`config.mk`:
```
export PLATFORM = sky130hd
export DESIGN_NAME = snr_window_meter
export DESIGN_NICKNAME = d
export VERILOG_FILES = /design/src/rtl/snr_meas_pkg.sv /design/src/rtl/sample_delay_line.sv /design/src/rtl/snr_window_meter.sv
export SDC_FILE = /design/constraint.sdc
export NUM_CORES = 2
export LEC_CHECK = 0
export CORE_MARGIN = 5
export CORE_UTILIZATION = 43
export DETAILED_ROUTE_END_ITERATION = 10
export GPL_TIMING_DRIVEN = 0
export SLEW_MARGIN = 15
export SYNTH_ARGS = -nofsm -noshare
export SYNTH_HDL_FRONTEND = slang
export SYNTH_HIERARCHICAL = 1
export SYNTH_SLANG_ARGS = --single-unit
```
`constraint.sdc`:
```
create_clock -name clk -period 30.3 [get_ports clk]
set_input_delay 3.03 -clock clk [delete_from_list [all_inputs] [get_ports clk]]
set_output_delay 3.03 -clock clk [all_outputs]
set_load 0.02 [all_outputs]
```
`src/rtl/snr_meas_pkg.sv`:
```
// ============================================================================
// Module      : snr_meas_pkg
// Description : Shared types and helpers for the SNR window meter.
// Revision    : 1.0 - initial release
// ============================================================================
`default_nettype none

package snr_meas_pkg;

  typedef enum logic [2:0] {
    IDLE  = 3'd0,
    FILL  = 3'd1,
    ACCUM = 3'd2,
    DRAIN = 3'd3,
    DONE  = 3'd4
  } snr_state_t;

  // Worst-case sum of 2^log2_win squares of data_w-bit samples fits this width.
  function automatic int acc_width_f(input int data_w, input int log2_win);
    return 2 * data_w + log2_win;
  endfunction

  function automatic logic signed [63:0] sat_s64(input logic signed [63:0] v, input int w);
    logic signed [63:0] hi;
    logic signed [63:0] lo;
    hi = (64'sd1 <<< (w - 1)) - 64'sd1;
    lo = -(64'sd1 <<< (w - 1));
    if (v > hi) return hi;
    if (v < lo) return lo;
    return v;
  endfunction

endpackage

`default_nettype wire

```
`src/rtl/sample_delay_line.sv`:
```
// ============================================================================
// Module      : sample_delay_line
// Description : DELAY-deep enabled shift register; dout is the input from
//               DELAY enabled cycles earlier.
// Revision    : 1.0 - initial release
// ============================================================================
`default_nettype none

module sample_delay_line #(
  parameter int DATA_WIDTH = 16,
  parameter int DELAY      = 64
) (
  input  logic                         clk,
  input  logic                         rst,
  input  logic                         en,
  input  logic signed [DATA_WIDTH-1:0] din,
  output logic signed [DATA_WIDTH-1:0] dout
);

  logic signed [DATA_WIDTH-1:0] r_tap [DELAY];

  always_ff @(posedge clk or posedge rst) begin
    if (rst) begin
      for (int i = 0; i < DELAY; i++) r_tap[i] <= '0;
    end else if (en) begin
      r_tap[0] <= din;
      for (int i = 1; i < DELAY; i++) r_tap[i] <= r_tap[i-1];
    end
  end

  assign dout = r_tap[DELAY-1];

endmodule

`default_nettype wire

```
`src/rtl/snr_window_meter.sv`:
```
// ============================================================================
// Module      : snr_window_meter
// Description : Aligns reference to filter latency and accumulates signal and
//               error energy over a 2^LOG2_WINDOW sample window.
//               Optional macro SNR_PEAK_EN adds the peak_err output.
// Revision    : 1.0 - initial release
// ============================================================================
`default_nettype none

module snr_window_meter
  import snr_meas_pkg::*;
#(
  parameter int DATA_WIDTH  = 16,
  parameter int OUT_WIDTH   = 32,
  parameter int OUT_SHIFT   = 15,
  parameter int DELAY       = 64,
  parameter int LOG2_WINDOW = 10,
  parameter int ACC_WIDTH   = acc_width_f(DATA_WIDTH, LOG2_WINDOW)
) (
  input  logic                         clk,
  input  logic                         rst,
  input  logic                         start,
  input  logic                         sample_valid,
  input  logic signed [DATA_WIDTH-1:0] ref_in,
  input  logic signed [OUT_WIDTH-1:0]  filt_in,
  output logic                         busy,
  output logic                         done,
  output logic [ACC_WIDTH-1:0]         sig_energy,
  output logic [ACC_WIDTH-1:0]         err_energy,
  output logic                         overflow
`ifdef SNR_PEAK_EN
 ,output logic [DATA_WIDTH-2:0]        peak_err
`endif
);

  localparam int c_WIN     = 1 << LOG2_WINDOW;
  localparam int c_CNT_MAX = (DELAY > c_WIN) ? DELAY : c_WIN;
  localparam int c_CNT_W   = $clog2(c_CNT_MAX + 1);
  localparam int c_SQ_W    = 2 * DATA_WIDTH;

  snr_state_t r_state;
  snr_state_t w_state_next;
  logic [c_CNT_W-1:0] r_cnt;
  logic w_accept;
  logic w_clear;
  logic w_cnt_en;

  logic signed [DATA_WIDTH-1:0] w_ref_d;

  sample_delay_line #(
    .DATA_WIDTH (DATA_WIDTH),
    .DELAY      (DELAY)
  ) u_delay (
    .clk  (clk),
    .rst  (rst),
    .en   (sample_valid),
    .din  (ref_in),
    .dout (w_ref_d)
  );

  // ---------------- FSM ----------------
  always_ff @(posedge clk or posedge rst) begin
    if (rst) r_state <= IDLE;
    else     r_state <= w_state_next;
  end

  always_comb begin
    w_state_next = r_state;
    case (r_state)
      IDLE:    if (start) w_state_next = FILL;
      FILL:    if (sample_valid && r_cnt == c_CNT_W'(DELAY - 1)) w_state_next = ACCUM;
      ACCUM:   if (sample_valid && r_cnt == c_CNT_W'(c_WIN - 1)) w_state_next = DRAIN;
      DRAIN:   if (r_cnt == c_CNT_W'(1)) w_state_next = DONE;
      DONE:    w_state_next = IDLE;
      default: w_state_next = IDLE;
    endcase
  end

  always_comb begin
    busy     = 1'b0;
    done     = 1'b0;
    w_accept = 1'b0;
    w_clear  = 1'b0;
    w_cnt_en = 1'b0;
    case (r_state)
      IDLE:  w_clear = start;
      FILL:  begin busy = 1'b1; w_cnt_en = sample_valid; end
      ACCUM: begin busy = 1'b1; w_cnt_en = sample_valid; w_accept = sample_valid; end
      DRAIN: begin busy = 1'b1; w_cnt_en = 1'b1; end
      DONE:  begin busy = 1'b1; done = 1'b1; end
      default: ;
    endcase
  end

  // Counter restarts on every state change, so each phase counts from zero.
  always_ff @(posedge clk or posedge rst) begin
    if (rst)                         r_cnt <= '0;
    else if (r_state != w_state_next) r_cnt <= '0;
    else if (w_cnt_en)               r_cnt <= r_cnt + c_CNT_W'(1);
  end

  // ---------------- Per-sample arithmetic ----------------
  logic signed [OUT_WIDTH-1:0]  w_filt_sh;
  logic signed [63:0]           w_y_wide;
  logic signed [63:0]           w_y_sat;
  logic signed [63:0]           w_e_wide;
  logic signed [63:0]           w_e_sat;
  logic signed [DATA_WIDTH-1:0] w_y;
  logic signed [DATA_WIDTH-1:0] w_e;
  logic                         w_sat_hit;
  logic signed [c_SQ_W-1:0]     w_ref_x;
  logic signed [c_SQ_W-1:0]     w_e_x;
  logic [c_SQ_W-1:0]            w_sig_sq;
  logic [c_SQ_W-1:0]            w_err_sq;

  always_comb begin
    w_filt_sh = filt_in >>> OUT_SHIFT;
    w_y_wide  = 64'(w_filt_sh);
    w_y_sat   = sat_s64(w_y_wide, DATA_WIDTH);
    w_y       = w_y_sat[DATA_WIDTH-1:0];
    w_e_wide  = 64'(w_y) - 64'(w_ref_d);
    w_e_sat   = sat_s64(w_e_wide, DATA_WIDTH);
    w_e       = w_e_sat[DATA_WIDTH-1:0];
    w_sat_hit = (w_y_sat != w_y_wide) || (w_e_sat != w_e_wide);
    w_ref_x   = c_SQ_W'(w_ref_d);
    w_e_x     = c_SQ_W'(w_e);
    w_sig_sq  = w_ref_x * w_ref_x;
    w_err_sq  = w_e_x * w_e_x;
  end

  // ---------------- Pipeline: squares, then accumulators ----------------
  logic                 r_sq_vld;
  logic                 r_sat;
  logic [c_SQ_W-1:0]    r_sig_sq;
  logic [c_SQ_W-1:0]    r_err_sq;
  logic [ACC_WIDTH-1:0] r_sig_acc;
  logic [ACC_WIDTH-1:0] r_err_acc;
  logic                 r_ovf;

  always_ff @(posedge clk or posedge rst) begin
    if (rst) begin
      r_sq_vld <= 1'b0;
      r_sat    <= 1'b0;
      r_sig_sq <= '0;
      r_err_sq <= '0;
    end else begin
      r_sq_vld <= w_accept;
      r_sat    <= w_accept && w_sat_hit;
      if (w_accept) begin
        r_sig_sq <= w_sig_sq;
        r_err_sq <= w_err_sq;
      end
    end
  end

  always_ff @(posedge clk or posedge rst) begin
    if (rst) begin
      r_sig_acc <= '0;
      r_err_acc <= '0;
      r_ovf     <= 1'b0;
    end else if (w_clear) begin
      r_sig_acc <= '0;
      r_err_acc <= '0;
      r_ovf     <= 1'b0;
    end else if (r_sq_vld) begin
      r_sig_acc <= r_sig_acc + ACC_WIDTH'(r_sig_sq);
      r_err_acc <= r_err_acc + ACC_WIDTH'(r_err_sq);
      if (r_sat) r_ovf <= 1'b1;
    end
  end

  assign sig_energy = r_sig_acc;
  assign err_energy = r_err_acc;
  assign overflow   = r_ovf;

`ifdef SNR_PEAK_EN
  logic [DATA_WIDTH-2:0] w_e_mag;
  logic [DATA_WIDTH-2:0] r_e_mag;
  logic [DATA_WIDTH-2:0] r_peak;

  // The most negative error has no positive twin, so it clamps to all-ones.
  always_comb begin
    if (!w_e[DATA_WIDTH-1])               w_e_mag = w_e[DATA_WIDTH-2:0];
    else if (w_e[DATA_WIDTH-2:0] == '0)   w_e_mag = '1;
    else                                  w_e_mag = ~w_e[DATA_WIDTH-2:0] + (DATA_WIDTH-1)'(1);
  end

  always_ff @(posedge clk or posedge rst) begin
    if (rst) begin
      r_e_mag <= '0;
      r_peak  <= '0;
    end else begin
      if (w_accept) r_e_mag <= w_e_mag;
      if (w_clear)                              r_peak <= '0;
      else if (r_sq_vld && (r_e_mag > r_peak))  r_peak <= r_e_mag;
    end
  end

  assign peak_err = r_peak;
`endif

endmodule

`default_nettype wire
```
==> impl_metrics.json <==
{
  "run_status": "complete, no violations",
  "maxUsedRoutingLayer": "met4",
  "final-instance-count-excl-fill": 7760,
  "drt-met1-wl_um": 59600,
  "gr-total-overflow": 0,
  "vias_in_the_first_global_route": 42298,
  "detailroute.wirelength.met2_um": 62600,
  "initial_core_util_pct": 43.2,
  "timing.reg2reg.setup_slack_ns": 19.31,
  "io-pin-count": 139,
  "hold_path_end": "u_delay/r_tap[277]$_DFFE_PP0P_",
  "global_route_wire_length_before_repair_um": 223000,
  "worst_path_arrival_ns": 13.80,
  "synth_edf_count": 0,
  "worst_path_most_repeated_cell": "sky130_fd_sc_hd__fa_1",
  "rsz0062_at_grt": "no",
  "routed-via-count": 39302,
  "detail-route-antenna-nets": 0,
  "synth_cells": 5336,
  "placeableCoreArea_mm2": 0.154,
  "total_drc_errors_in_the_routed_layout": 0,
  "worstSkewPairLatency_ns": 0.74,
  "post_drt_wl_per_cell_um": 17.1,
  "cp-start-kind": "input pin",
  "max_slew_margin_pct": 37.5,
  "skew_ns": 0.0765,
  "synth.distinct_cells": 86,
  "max_cap_viol_count": 0,
  "cts-root-buf": "sky130_fd_sc_hd__clkbuf_16",
  "timing_worst_slew_pin_value_ns": 0.938,
  "h_tree_lvls": 3,
  "area_delta_synth_final_pct": 13.0,
  "syn_nets": 6114,
  "total_routing_usage_gr_pct": 16.6,
  "cts_buffers": 119,
  "final_weighted_congestion_of_routability_driven_global_placement": 0.906,
  "netlist_area_mm2": 0.0665,
  "placedCellCount": 7537,
  "synth.yosys.seq_area_share_pct": 44.7,
  "buffers_inserted_by_post_cts_timing_repair": 0,
  "slew_viol_final": 0,
  "finalWorstPathRequiredPeriod_ns": 13.27,
  "worst-endpoint-required_ns": 30.83,
  "period_share_pct": 43.8,
  "num_rows": 144,
  "tritoncts_num_sinks": 1187,
  "met3_wirelength_um": 6320,
  "number_of_buffers_on_the_longest_clock_path": 3,
  "post_route_cells_drive_above_1_share_pct": 25.4,
  "r2r-end": "r_err_sq[31]$_DFFE_PP0P_",
  "fmax_mhz": 75.3,
  "worstHoldStart": "u_delay/r_tap[293]$_DFFE_PP0P_",
  "cts_hold_buf": 0,
  "timing.rr.start": "u_delay/dout[11]$_DFFE_PP0P_",
  "synth.yosys.warnings": 6,
  "hold_path_class": "reg2reg",
  "initialDrtViolationCount": 2053,
  "yosys_register_bits": 1187,
  "grt_antenna_before_repair": 4,
  "postSynth.topFlopCell": "sky130_fd_sc_hd__dfrtp_1",
  "setup_viol": 0,
  "post_cts_resize_count": 0,
  "port_buffers": 123,
  "dpl.hpwl_um": 104000,
  "netlist_top_cells_area": "sky130_fd_sc_hd__dfrtp_1 (45%), sky130_fd_sc_hd__mux2_2 (17%), sky130_fd_sc_hd__fa_1 (14%)",
  "synth.top_cell.area_share_pct": 44.7,
  "most_repeated_cell_in_the_gate_level_netlist_after_synthesis": "sky130_fd_sc_hd__dfrtp_1",
  "min_path_cells": 1,
  "syn-mean-instance-area_um2": 12.5,
  "die_h_um": 403,
  "detail_route.first_pass.iterations": 5,
  "synth_top_cell_by_area": "sky130_fd_sc_hd__dfrtp_1",
  "die_w_um": 403,
  "drt_wl_total_um": 133000,
  "final-hold-violation-count": 0,
  "slowest_stage": "sky130_fd_sc_hd__fa_1",
  "dieArea_mm2": 0.163,
  "max_incr_delay_on_cp_ns": 0.57,
  "setup.worst_path.end_class": "register",
  "final_net_count": 6392,
  "cts_tree": "done",
  "totalNegativeSetupSlack_ns": 0,
  "worst_setup_hold_path_clk_slew_ns": 0.06,
  "path_class": "in2reg",
  "crit_fanout": 10,
  "async_reset_ff_share_pct": 100,
  "r2r.worst_path.cells": 32,
  "most_instantiated_cells_after_synthesis": "sky130_fd_sc_hd__dfrtp_1 (1187), sky130_fd_sc_hd__mux2_2 (1025), sky130_fd_sc_hd__inv_1 (623), sky130_fd_sc_hd__fa_1 (475), sky130_fd_sc_hd__nand2_1 (313)",
  "vias_per_cell": 5.06,
  "grt_max_degree": 95
}
[layout make-up]
class	count	area (um2)
diodes	4	10.0
plain buffers	210	1270
clock buffers	177	3520
clock inverters	42	596
fillers	13655	78800
inverters	646	2440
multi-input cells	3293	33100
flip-flops and latches	1187	29700
well taps	2044	2560
repair buffers	157	1930
[registers in the layout, indices dropped and copies added (netlist names)]
signal         flops
u_delay/r_tap   1008
r_sat              1
r_cnt             11
err_energy        42
overflow           1
r_state            3
r_sig_sq          31
sig_energy        42
r_sq_vld           1
u_delay/dout      16
r_err_sq          31
[worst max-delay path: cells and delay by family]
kind | cells | cell delay [ns]
adders and majority gates | 9 | 4.01
AOI/OAI and AO/OA | 14 | 3.58
buffers and inverters | 9 | 1.85
and+or+nand+nor | 3 | 0.80
xor gates and xnor gates | 1 | 0.51
[cell usage in the layout, fill, tap and decap left out, types with 19 or more instances in the layout]
cell type / count
sky130_fd_sc_hd__nor2_1: 270
sky130_fd_sc_hd__mux2i_1: 39
sky130_fd_sc_hd__ha_1: 251
sky130_fd_sc_hd__dfrtp_1: 1187
sky130_fd_sc_hd__buf_6: 43
sky130_fd_sc_hd__clkbuf_1: 88
sky130_fd_sc_hd__clkbuf_16: 119
sky130_fd_sc_hd__clkdlybuf4s50_1: 123
sky130_fd_sc_hd__clkbuf_8: 32
sky130_fd_sc_hd__a21o_1: 60
sky130_fd_sc_hd__and2_1: 23
sky130_fd_sc_hd__a211oi_1: 35
sky130_fd_sc_hd__buf_12: 31
sky130_fd_sc_hd__inv_1: 621
sky130_fd_sc_hd__mux2_2: 1025
sky130_fd_sc_hd__fa_1: 475
sky130_fd_sc_hd__and3_1: 35
sky130_fd_sc_hd__nand3_1: 35
sky130_fd_sc_hd__a31oi_1: 24
sky130_fd_sc_hd__nand2b_1: 27
sky130_fd_sc_hd__xnor2_1: 81
sky130_fd_sc_hd__o21ai_0: 129
sky130_fd_sc_hd__buf_2: 78
sky130_fd_sc_hd__clkinv_2: 21
sky130_fd_sc_hd__xor2_1: 66
sky130_fd_sc_hd__o21bai_1: 19
sky130_fd_sc_hd__nand2_1: 313
sky130_fd_sc_hd__nand4_1: 20
sky130_fd_sc_hd__a21oi_1: 132
[worst max path at each step]
stage	from	endpoint	cells past startpoint
6_report	filt_in[31]	r_err_sq[31]$_DFFE_PP0P_	36
5_1_grt	filt_in[31]	r_err_sq[31]$_DFFE_PP0P_	36
4_1_cts	filt_in[31]	r_err_sq[31]$_DFFE_PP0P_	37
3_5_place_dp	filt_in[31]	r_err_sq[31]$_DFFE_PP0P_	37
3_3_place_gp	rst	u_delay/r_tap[543]$_DFFE_PP0P_	2
2_1_floorplan	rst	u_delay/dout[0]$_DFFE_PP0P_	1
[stage by stage]
step | utilization, % | cell area (um2) | hold slack (ns) | setup slack [ns]
final | 48.8 | 75100 | 0.422 | 17.03
after floorplan | - | 66500 | 0.443 | 13.16
after global routing | 48.8 | 75100 | 0.432 | 16.54
after CTS | 48.8 | 75100 | 0.422 | 17.17
after detailed placement | 46.1 | 71000 | 0.480 | 16.46
after global placement | 45.7 | 70300 | 0.469 | 7.04
[cells by family (layout without fill, tap and decap cells)]
logic type	after synthesis	count (layout)	share of synthesized area, %
simple gates	808	808	5.38
buf+inv	856	1232	5.56
flops	1187	1187	44.7
other cells	0	4	0
compound gates	534	534	5.22
mux	1066	1066	18.0
xor+xnor	147	147	1.94
fa+ha+maj	738	738	19.2
[per-layer routing]
metal / GRT usage [%] / up-vias
li1: - / 18319
met4: 5.22 / 0
met1: 22.8 / 19986
met5: 0 / -
met3: 2.70 / 235
met2: 27.2 / 762
Power is left out: the tool's default activity adds up to more than one toggle a clock period on the data nets, which glitch-free logic cannot reach.
